<file path="config.mk">
export PLATFORM = sky130hd
export DESIGN_NAME = adv_config_sequencer
export DESIGN_NICKNAME = d
export VERILOG_FILES = /design/src/rtl/adv_config_sequencer.sv
export SDC_FILE = /design/constraint.sdc
export NUM_CORES = 1
export LEC_CHECK = 0
export ABC_AREA = 1
export BUFFER_PORTS_ARGS = -buffer_cell sky130_fd_sc_hd__buf_2
export CORE_AREA = 2 2 82 84
export DETAILED_ROUTE_END_ITERATION = 7
export DIE_AREA = 0 0 84 86
export MAX_ROUTING_LAYER = met4
export PLACE_DENSITY_LB_ADDON = 0.3
export SETUP_SLACK_MARGIN = 0.3
export SYNTH_ARGS = -nofsm -noshare
export SYNTH_HDL_FRONTEND = slang
export SYNTH_SLANG_ARGS = --single-unit
</file>
<file path="constraint.sdc">
create_clock -name Clock -period 1.6 [get_ports Clock]
set_input_delay 0.08 -clock Clock [delete_from_list [all_inputs] [get_ports Clock]]
set_output_delay 0.08 -clock Clock [all_outputs]
set_load 0.01 [all_outputs]
</file>
<file path="src/rtl/adv_config_sequencer.sv">
// ADV7513 register-table sequencer: walks a {reg,data} ROM and issues one I2C write
// per entry, with per-entry retry, write timeout, inter-write gap and HPD-triggered reruns.
module adv_config_sequencer #(
  parameter logic [7:0] DEV_ADDR    = 8'h72,
  parameter int         NUM_ENTRIES = 32,
  parameter int         RETRY_MAX   = 3,
  parameter int         GAP_CYCLES  = 4,
  parameter int         TIMEOUT     = 4096
) (
  input  logic        Clock,
  input  logic        Reset_n,
  input  logic        Start,
  input  logic        HPD,
  output logic [7:0]  Rom_Index,
  input  logic [15:0] Rom_Data,
  output logic        I2C_Req,
  output logic [7:0]  I2C_Dev,
  output logic [7:0]  I2C_Reg,
  output logic [7:0]  I2C_Data,
  input  logic        I2C_Done,
  input  logic        I2C_Nack,
  output logic        Busy,
  output logic        Done,
  output logic        Error,
  output logic [7:0]  Fail_Index
);

  localparam int IDX_W = $clog2(NUM_ENTRIES + 1);
  localparam int RTY_W = (RETRY_MAX < 1) ? 1 : $clog2(RETRY_MAX + 1);
  localparam int GAP_W = $clog2(GAP_CYCLES + 1);
  localparam int TO_W  = $clog2(TIMEOUT + 1);

  typedef enum logic [2:0] {
    S_IDLE, S_FETCH, S_LOAD, S_ISSUE, S_WAIT, S_GAP, S_DONE, S_ERROR
  } state_t;

  state_t           state_q;
  logic [IDX_W-1:0] idx_q;
  logic [IDX_W-1:0] idx_d;
  logic [RTY_W-1:0] rty_q;
  logic [GAP_W-1:0] gap_q;
  logic [TO_W-1:0]  to_q;
  logic             adv_q;
  logic             pend_q;
  logic             start_q;
  logic             hpd_s1_q, hpd_s2_q, hpd_s3_q;
  logic [7:0]       rom_idx_q, dev_q, reg_q, dat_q, fail_q;
  logic             req_q;
  logic             trig, busy, wait_ok, wait_fail;

  assign trig  = (Start & ~start_q) | (hpd_s2_q & ~hpd_s3_q);
  assign busy  = !(state_q inside {S_IDLE, S_DONE, S_ERROR});
  assign idx_d = idx_q + IDX_W'(1);
  // A Done pulse takes priority over a timeout landing in the same cycle.
  assign wait_ok   = I2C_Done & ~I2C_Nack;
  assign wait_fail = (I2C_Done & I2C_Nack) | (~I2C_Done & (to_q == TO_W'(TIMEOUT - 1)));

  always_ff @(posedge Clock or negedge Reset_n) begin
    if (!Reset_n) begin
      state_q   <= S_IDLE;
      idx_q     <= '0;
      rty_q     <= '0;
      gap_q     <= '0;
      to_q      <= '0;
      adv_q     <= 1'b0;
      pend_q    <= 1'b0;
      start_q   <= 1'b0;
      hpd_s1_q  <= 1'b0;
      hpd_s2_q  <= 1'b0;
      hpd_s3_q  <= 1'b0;
      rom_idx_q <= '0;
      dev_q     <= '0;
      reg_q     <= '0;
      dat_q     <= '0;
      fail_q    <= '0;
      req_q     <= 1'b0;
    end else begin
      start_q  <= Start;
      hpd_s1_q <= HPD;
      hpd_s2_q <= hpd_s1_q;
      hpd_s3_q <= hpd_s2_q;
      if (trig && busy) pend_q <= 1'b1;

      case (state_q)
        S_IDLE, S_DONE, S_ERROR: begin
          if (trig || pend_q) begin
            pend_q    <= 1'b0;
            idx_q     <= '0;
            rom_idx_q <= '0;
            rty_q     <= '0;
            fail_q    <= '0;
            state_q   <= S_FETCH;
          end
        end
        S_FETCH: state_q <= S_LOAD;
        S_LOAD: begin
          if (Rom_Data == 16'hFFFF) begin
            state_q <= S_DONE;
          end else begin
            reg_q   <= Rom_Data[15:8];
            dat_q   <= Rom_Data[7:0];
            state_q <= S_ISSUE;
          end
        end
        S_ISSUE: begin
          req_q   <= 1'b1;
          dev_q   <= DEV_ADDR;
          to_q    <= '0;
          state_q <= S_WAIT;
        end
        S_WAIT: begin
          if (wait_ok || wait_fail) begin
            req_q <= 1'b0;
            gap_q <= '0;
            if (wait_ok) begin
              rty_q   <= '0;
              adv_q   <= 1'b1;
              state_q <= S_GAP;
            end else if (rty_q < RTY_W'(RETRY_MAX)) begin
              rty_q   <= rty_q + RTY_W'(1);
              adv_q   <= 1'b0;
              state_q <= S_GAP;
            end else begin
              fail_q  <= 8'(idx_q);
              state_q <= S_ERROR;
            end
          end else begin
            to_q <= to_q + TO_W'(1);
          end
        end
        S_GAP: begin
          if (gap_q == GAP_W'(GAP_CYCLES - 1)) begin
            if (!adv_q) begin
              state_q <= S_ISSUE;
            end else if (idx_d == IDX_W'(NUM_ENTRIES)) begin
              state_q <= S_DONE;
            end else begin
              idx_q     <= idx_d;
              rom_idx_q <= 8'(idx_d);
              state_q   <= S_FETCH;
            end
          end else begin
            gap_q <= gap_q + GAP_W'(1);
          end
        end
        default: state_q <= S_IDLE;
      endcase
    end
  end

  assign Rom_Index  = rom_idx_q;
  assign I2C_Req    = req_q;
  assign I2C_Dev    = dev_q;
  assign I2C_Reg    = reg_q;
  assign I2C_Data   = dat_q;
  assign Fail_Index = fail_q;
  assign Busy       = busy;
  assign Done       = (state_q == S_DONE);
  assign Error      = (state_q == S_ERROR);

endmodule

</file>
==> summary.md, run 1 <==
| Metric | Value |
|---|---|
| Worst path required time | 1.82 ns |
| Layout Nets | 546 |
| Dominant synthesized flop cell | dfrtp_1 |
| Clk buf depth | 2 |
| Post-synth ARST share | 1.000 |
| DRT Wirelength | 8.350 mm |
| Status | finished, violations left |
| Family with the most delay on the worst path | simple AND/OR/NAND/NOR gates |
| Row count | 29 |
| Mapped cell area | 3054 um2 |
| Final Cycle Share | 1.021 |
| Area post-placement | 3630 um2 |
| Synthesized flop and latch total | 57 |
| GRT Total Usage | 0.2285 |
| Core Box Area | 6277 um2 |
| Critical Path End Type | flip-flop |
| Slew Limit Fails | 0 |
| H-tree depth | 3 |
| Final core utilization | 0.7407 |
| Critical setup path kind | reg2reg |
| Via count | 3049 |
| Hold Crit Class | in2reg |
| Final Non-Filler Cells | 601 |
| CTS root buf | clkbuf_8 |
| Ports | 66 |
| Setup violators final | 2 |
| Highest clock rate | 0.6122 GHz |
| Die height | 86 um |
| Max IR drop VDD | 0.001008 V |
| Inst Count DP | 540 |
| Gr ovfl total | 0 |
| Critical Path Sink | idx_q[2]$_DFFE_PN0P_ |
| Syn_area_per_cell | 7.851 um2 |
| Worst EP arrival | 1.86 ns |
| Die width | 84 um |
| CP Launch Type | flip-flop |
| Fin area | 4649 um2 |
| Post-DR vias/cell | 5.073 |
| Cell variety after synth | 29 |
| R2r endpoint | idx_q[2]$_DFFE_PN0P_ |
| Pre-Repair DR Iteration Count | 5 |
| Sequential area share after synthesis | 0.4670 |
| Synth-to-Final Area Change | 52.23% |
| Worst r2r src | state_q[1]$_DFFE_PN0P_ |
| Crit path top cell by count | nand2_4 |
| Syn. warnings | 0 |
| Setup Skew | 0.01218 ns |
| MaxCap Viol Count | 0 |
| Worst stage delay on the critical path | 0.48 ns |
| Power, Total | 7.107 mW |
| DR iter-0 viols | 135 |
| WP buf/inv | 1 |
| DIE AREA | 7224 um2 |
| Register-to-Register Setup Slack | -0.03 ns |
| Cell Pwr Density | 1529 nW/um2 |
| Post-route DRC | 0 |
| RSZ-0062 raised after global routing | true |
| Final hold viol count | 0 |
| Post-route antenna net violation count | 0 |
| Max Fanout on Critical Path | 8 |
| Most common cell after layout, fill and taps aside | nand2_1 |
| CP max stage cell | dfrtp_2 |
| Port Buf Inserts | 57 |
| Largest net degree at the start of global routing | 58 |
| Most frequent cells in the layout | nand2_1 (109), buf_2 (56), dfrtp_1 (51) |
| Initial Util | 0.4865 |
| GP Congestion | 0.9330 |
| CTS tree | done |
| Worst Setup SP | state_q[1]$_DFFE_PN0P_ |
| Clk sinks | 57 |
| Vias in the first global route | 2950 |
| Static Leak | 2.320 nW |
| Min setup slack post-route | -0.03346 ns |
| Layout cell share with drive strength beyond 1 | 0.4466 |
| Layout fillers | 428 |
| Worst Reg2Reg Path Length in Cells | 7 |
| First-pass GRT wire length | 12.93 mm |
| Crit path cell chain | nor2_4 -> nand2_4 -> buf_12 -> a21oi_4 -> nand2_4 -> nand3_1 -> nand2_1 |
| DP HPWL | 4.774 mm |
| Syn Inst Count | 389 |
| Failing checks | negative setup slack |
| Clk_lat worst skew | 0.35 ns |
| Final Critical Period | 1.633 ns |
| Initial antenna violation count | 0 |
| DR WL/cell | 13.89 um |
| Hold path cells | 4 |
| Clock transition at the registers of the reported paths | 0.07 ns |
| EDFF count, synth | 0 |
| Total CTS buffers | 9 |
| Levels on crit path | 7 |
| ANT cells | 0 |
| DP Worst Slack | 0.003058 ns |
==> sequential cells by signal (all words and copies together) (netlist names) <==
signal      count
I2C_Req         1
I2C_Reg         8
start_q         1
hpd_s2_q        1
hpd_s1_q        1
gap_q           3
idx_q           6
adv_q           1
I2C_Dev         1
hpd_s3_q        1
rty_q           2
I2C_Data        8
Fail_Index      6
pend_q          1
state_q         3
to_q           13
==> report_power, final <==
group	switching, mW	total (mW)	internal [mW]
combinational	1.99	3.59	1.60
clock	0.575	1.33	0.758
sequential	0.381	2.19	1.80
==> repair_timing <==
action	CTS	global route
buffers inserted	19	8
gates resized for setup	42	80
endpoints found under the hold margin	74	0
pin swaps	20	20
hold buffers	18	0
setup endpoints to repair	38	54
==> area by class of cell <==
type	count	area [um2]	share of cell area
clock buffer	13	148.9	0.03202
clock inverter	3	40.04	0.008611
inverter	30	153.9	0.03310
multi-input combinational	292	1789	0.3848
sequential	57	1434	0.3084
tap	77	96.34	0.02072
timing repair buffer	129	987.2	0.2123
==> synth_stat cells (4+ instances only) <==
| cell | count | share of area |
|---|---|---|
| a21oi_1 | 4 | 0.0066 |
| buf_4 | 13 | 0.032 |
| dfrtp_1 | 57 | 0.47 |
| ha_1 | 5 | 0.020 |
| inv_1 | 23 | 0.028 |
| inv_2 | 6 | 0.0074 |
| nand2_1 | 154 | 0.19 |
| nand2_4 | 4 | 0.015 |
| nand3_1 | 23 | 0.038 |
| nor2_1 | 37 | 0.045 |
| nor3_1 | 5 | 0.0082 |
| o21ai_0 | 11 | 0.018 |
| o21ai_1 | 6 | 0.0098 |
| o21ai_2 | 6 | 0.017 |
| xor2_1 | 9 | 0.026 |
==> stage by stage <==
step | hold slack [ns] | setup TNS [ns]
floorplan | -0.2156 | 0
global placement | 0.1077 | 0
detailed placement | 0.1045 | 0
CTS | 0.008121 | 0
global route | 0.02193 | -1.721
finish | 0.02862 | -0.04166
==> worst min-delay path by stage <==
stage	start	end	slack [ns]
2_1_floorplan	Reset_n	Fail_Index[0]$_DFFE_PN0P_	-0.22
3_3_place_gp	Reset_n	I2C_Reg[1]$_DFFE_PN0P_	0.11
3_5_place_dp	Reset_n	I2C_Reg[7]$_DFFE_PN0P_	0.10
4_1_cts	Rom_Data[15]	I2C_Reg[7]$_DFFE_PN0P_	0.008
5_1_grt	I2C_Nack	adv_q$_DFFE_PN0P_	0.02
6_report	I2C_Nack	adv_q$_DFFE_PN0P_	0.03
==> worst min-delay path, stage by stage <==
cell     delay, ns
buf_2         0.08
nor2_1        0.05
nand2_1       0.06
nand2_1       0.05
==> kinds of logic (layout without fill, tap and decap cells) <==
| kind of cell | count (synthesis) | in the layout | synth area share |
|---|---|---|---|
| xor+xnor | 10 | 10 | 0.02868 |
| buf+inv | 47 | 175 | 0.08152 |
| compound gates | 28 | 28 | 0.05449 |
| simple gates | 241 | 241 | 0.3466 |
| fa+ha+maj | 5 | 5 | 0.02048 |
| flops | 57 | 57 | 0.4670 |
| other cells | 1 | 8 | 0.001228 |
==> routing by layer <==
| metal | wire, um | track usage | part of all wire | up-vias |
|---|---|---|---|---|
| met5 | 0 | - | 0 | - |
| met4 | 215 | 0.1114 | 0.026 | 0 |
| met3 | 444 | 0.05294 | 0.053 | 23 |
| met2 | 4307 | 0.3571 | 0.52 | 99 |
| met1 | 3383 | 0.2812 | 0.41 | 1455 |
| li1 | - | - | - | 1472 |
Note: power is estimated with default switching activity, not from simulation.
==> inputs of run 2 (changes only) <==
--- a/config.mk
+++ b/config.mk
@@ -10,9 +10,9 @@
 export CORE_AREA = 2 2 82 84
 export DETAILED_ROUTE_END_ITERATION = 7
 export DIE_AREA = 0 0 84 86
-export MAX_ROUTING_LAYER = met4
 export PLACE_DENSITY_LB_ADDON = 0.3
 export SETUP_SLACK_MARGIN = 0.3
+export SKIP_LAST_GASP = 1
 export SYNTH_ARGS = -nofsm -noshare
 export SYNTH_HDL_FRONTEND = slang
 export SYNTH_SLANG_ARGS = --single-unit
==> run 2 against run 1 <==
Net effect:
- the run still ends with negative setup slack left
- via count is 0.72% lower
- sequential cell count stayed put
- largest cell class unchanged
- count of clock-buffer cells in the layout stayed put
- worst hold slack worse by 0.015 ns
- sequential share of layout area is 0.82 points higher
- setup slack better by 0.024 ns
==> summary.md, run 2 (same netlist as run 1, synthesis figures left out) <==
| Metric | Value |
|---|---|
| Status | finished, violations left |
| Failing checks | negative setup slack |
| Crit path top cell by count | nand2_4 |
| DP HPWL | 4.774 mm (unchanged) |
| Post-route DRC | 0 (unchanged) |
| Die width | 84 um (unchanged) |
| Static Leak | 2.290 nW (-1.3%) |
| First-pass GRT wire length | 12.93 mm (unchanged) |
| DR iter-0 viols | 154 (+14%) |
| Hold Crit Class | in2reg |
| Critical setup path kind | reg2reg |
| Largest net degree at the start of global routing | 58 (unchanged) |
| CP max stage cell | dfrtp_2 |
| Hold_sp | Rom_Data[15] |
| Worst Reg2Reg Path Length in Cells | 7 (unchanged) |
| Worst r2r src | state_q[1]$_DFFE_PN0P_ |
| Clk sinks | 57 (unchanged) |
| DIE AREA | 7224 um2 (unchanged) |
| Gr ovfl total | 0 (unchanged) |
| Fin area | 4529 um2 (-2.6%) |
| CTS tree | done |
| Largest reg by FF count | to_q |
| Post-DR vias/cell | 5.037 (-0.72%) |
| DR WL/cell | 13.21 um (-4.9%) |
| Clk buf depth | 2 (unchanged) |
| Pre-Repair DR Iteration Count | 7 (+2) |
| Min setup slack post-route | -0.008999 ns (+0.02447 ns) |
| Max Fanout on Critical Path | 8 (unchanged) |
| Cell Pwr Density | 1506 nW/um2 (-1.5%) |
| Register-to-Register Setup Slack | -0.009 ns (+0.02 ns) |
| H-tree depth | 3 (unchanged) |
| Most frequent cells in the layout | nand2_1 (124), buf_2 (56), dfrtp_1 (51) |
| Family with the most delay on the worst path | simple AND/OR/NAND/NOR gates |
| Total negative setup slack | -0.008999 ns (+0.03266 ns) |
| Ports | 66 (unchanged) |
| Critical Path End Type | flip-flop |
| Die height | 86 um (unchanged) |
| Worst EP arrival | 1.84 ns (-0.02 ns) |
| Core Box Area | 6277 um2 (unchanged) |
| CP Launch Type | flip-flop |
| Hold Path End | I2C_Reg[7]$_DFFE_PN0P_ |
| Worst stage delay on the critical path | 0.47 ns (about the same) |
| Worst path required time | 1.83 ns (about the same) |
| Final Non-Filler Cells | 601 (unchanged) |
| Crit path cell chain | nor2_4 -> nand2_4 -> buf_12 -> a21oi_4 -> nand2_4 -> nand3_1 -> nand2_1 |
| Clk_lat worst skew | 0.35 ns (about the same) |
| ANT cells | 0 (unchanged) |
| WP buf/inv | 1 (unchanged) |
| GP Congestion | 0.9170 (-1.7%) |
| Max IR drop VDD | 0.0007870 V (-22%) |
| Setup Skew | 0.01099 ns (-0.001189 ns) |
| GRT Total Usage | 0.2215 (-0.006932) |
| Highest clock rate | 0.6215 GHz (+1.5%) |
| RSZ-0062 raised after global routing | true |
| Met1 Use GR | 0.2787 (-0.002472) |
| Via count | 3027 (-0.72%) |
| Total CTS buffers | 9 (unchanged) |
| Row count | 29 (unchanged) |
| Initial antenna violation count | 0 (unchanged) |
| Area post-placement | 3630 um2 (unchanged) |
| MaxCap Viol Count | 0 (unchanged) |
| Power, Total | 6.821 mW (-4.0%) |
| Final Cycle Share | 1.006 (-0.01529) |
| Final hold viol count | 0 (unchanged) |
| Setup violators final | 1 (-1) |
| R2r endpoint | idx_q[2]$_DFFE_PN0P_ |
| Layout cell share with drive strength beyond 1 | 0.4122 (-0.03435) |
| GR Util met3 | 0.05582 (+0.002887) |
| Port Buf Inserts | 57 (unchanged) |
| Slew Limit Fails | 0 (unchanged) |
| Most Crowded Layer GR | met2 |
| Vias in the first global route | 2951 (+0.034%) |
| DRT Wirelength | 7.938 mm (-4.9%) |
| Max reg flops | 13 (unchanged) |
| Hold path cells | 3 (-1) |
| Synth-to-Final Area Change | 48.30% |
| Met2 Use GR | 0.3571 (unchanged) |
| Layout Nets | 546 (unchanged) |
| Clock transition at the registers of the reported paths | 0.07 ns (about the same) |
| CTS root buf | clkbuf_8 |
| Hold slack | 0.01358 ns (-0.01504 ns) |
| Post-route antenna net violation count | 0 (unchanged) |
| Initial Util | 0.4865 (unchanged) |
| Final Critical Period | 1.609 ns (-0.02447 ns) |
| Most common cell after layout, fill and taps aside | nand2_1 |
| Inst Count DP | 540 (unchanged) |
-- run 2: layout make-up --
| cell class | count | area, um2 |
|---|---|---|
| Multi-Input combinational cell | 292 | 1682 |
| Timing Repair Buffer | 129 | 987.2 |
| Clock inverter | 3 | 40.04 |
| Fill cell | 454 | 1748 |
| Sequential cell | 57 | 1434 |
| Clock buffer | 13 | 148.9 |
| Inverter | 30 | 141.4 |
| Tap cell | 77 | 96.34 |
-- run 2: worst max path at each step --
stage | cells after the start | endpoint | start | slack, ns
floorplan | 9 | Fail_Index[2]$_DFFE_PN0P_ | to_q[0]$_DFFE_PN0P_ | 0.02
global placement | 9 | idx_q[1]$_DFFE_PN0P_ | state_q[0]$_DFFE_PN0P_ | 0.02
detailed placement | 9 | Fail_Index[5]$_DFFE_PN0P_ | to_q[1]$_DFFE_PN0P_ | 0.003
CTS | 9 | Fail_Index[5]$_DFFE_PN0P_ | to_q[1]$_DFFE_PN0P_ | 0.03
global route | 9 | Fail_Index[0]$_DFFE_PN0P_ | to_q[1]$_DFFE_PN0P_ | -0.1
finish | 7 | idx_q[2]$_DFFE_PN0P_ | state_q[1]$_DFFE_PN0P_ | -0.009
-- run 2: tightest hold or removal path, cell delays in order --
cell     delay (ns)
buf_2          0.10
inv_1          0.07
o21ai_1        0.07
-- run 2: where the power goes --
group / switching (mW) / internal (mW)
combinational: 1.86 / 1.51
clock: 0.572 / 0.758
sequential: 0.314 / 1.80
-- run 2: through the flow --
step,worst slack [ns],util
3_5_place_dp,0.003058,0.5782
5_1_grt,-0.09904,0.7215
6_report,-0.008999,0.7215
3_3_place_gp,0.01717,0.5782
4_1_cts,0.03330,0.6837
2_1_floorplan,0.01735,-
-- run 2: routing by layer --
layer	routed length, um	vias to the layer above
met2	3846	105
met1	3411	1424
li1	-	1472
met4	240	0
met3	440	26
met5	0	-
-- run 2: repair_timing --
action / 4_1_cts / 5_1_grt
gates resized for setup: 42 / 48
endpoints found under the hold margin: 74 / 0
endpoints found under the setup margin: 38 / 54
setup buffers: 19 / 8
hold buffers: 18 / 0
pin swaps: 20 / 11
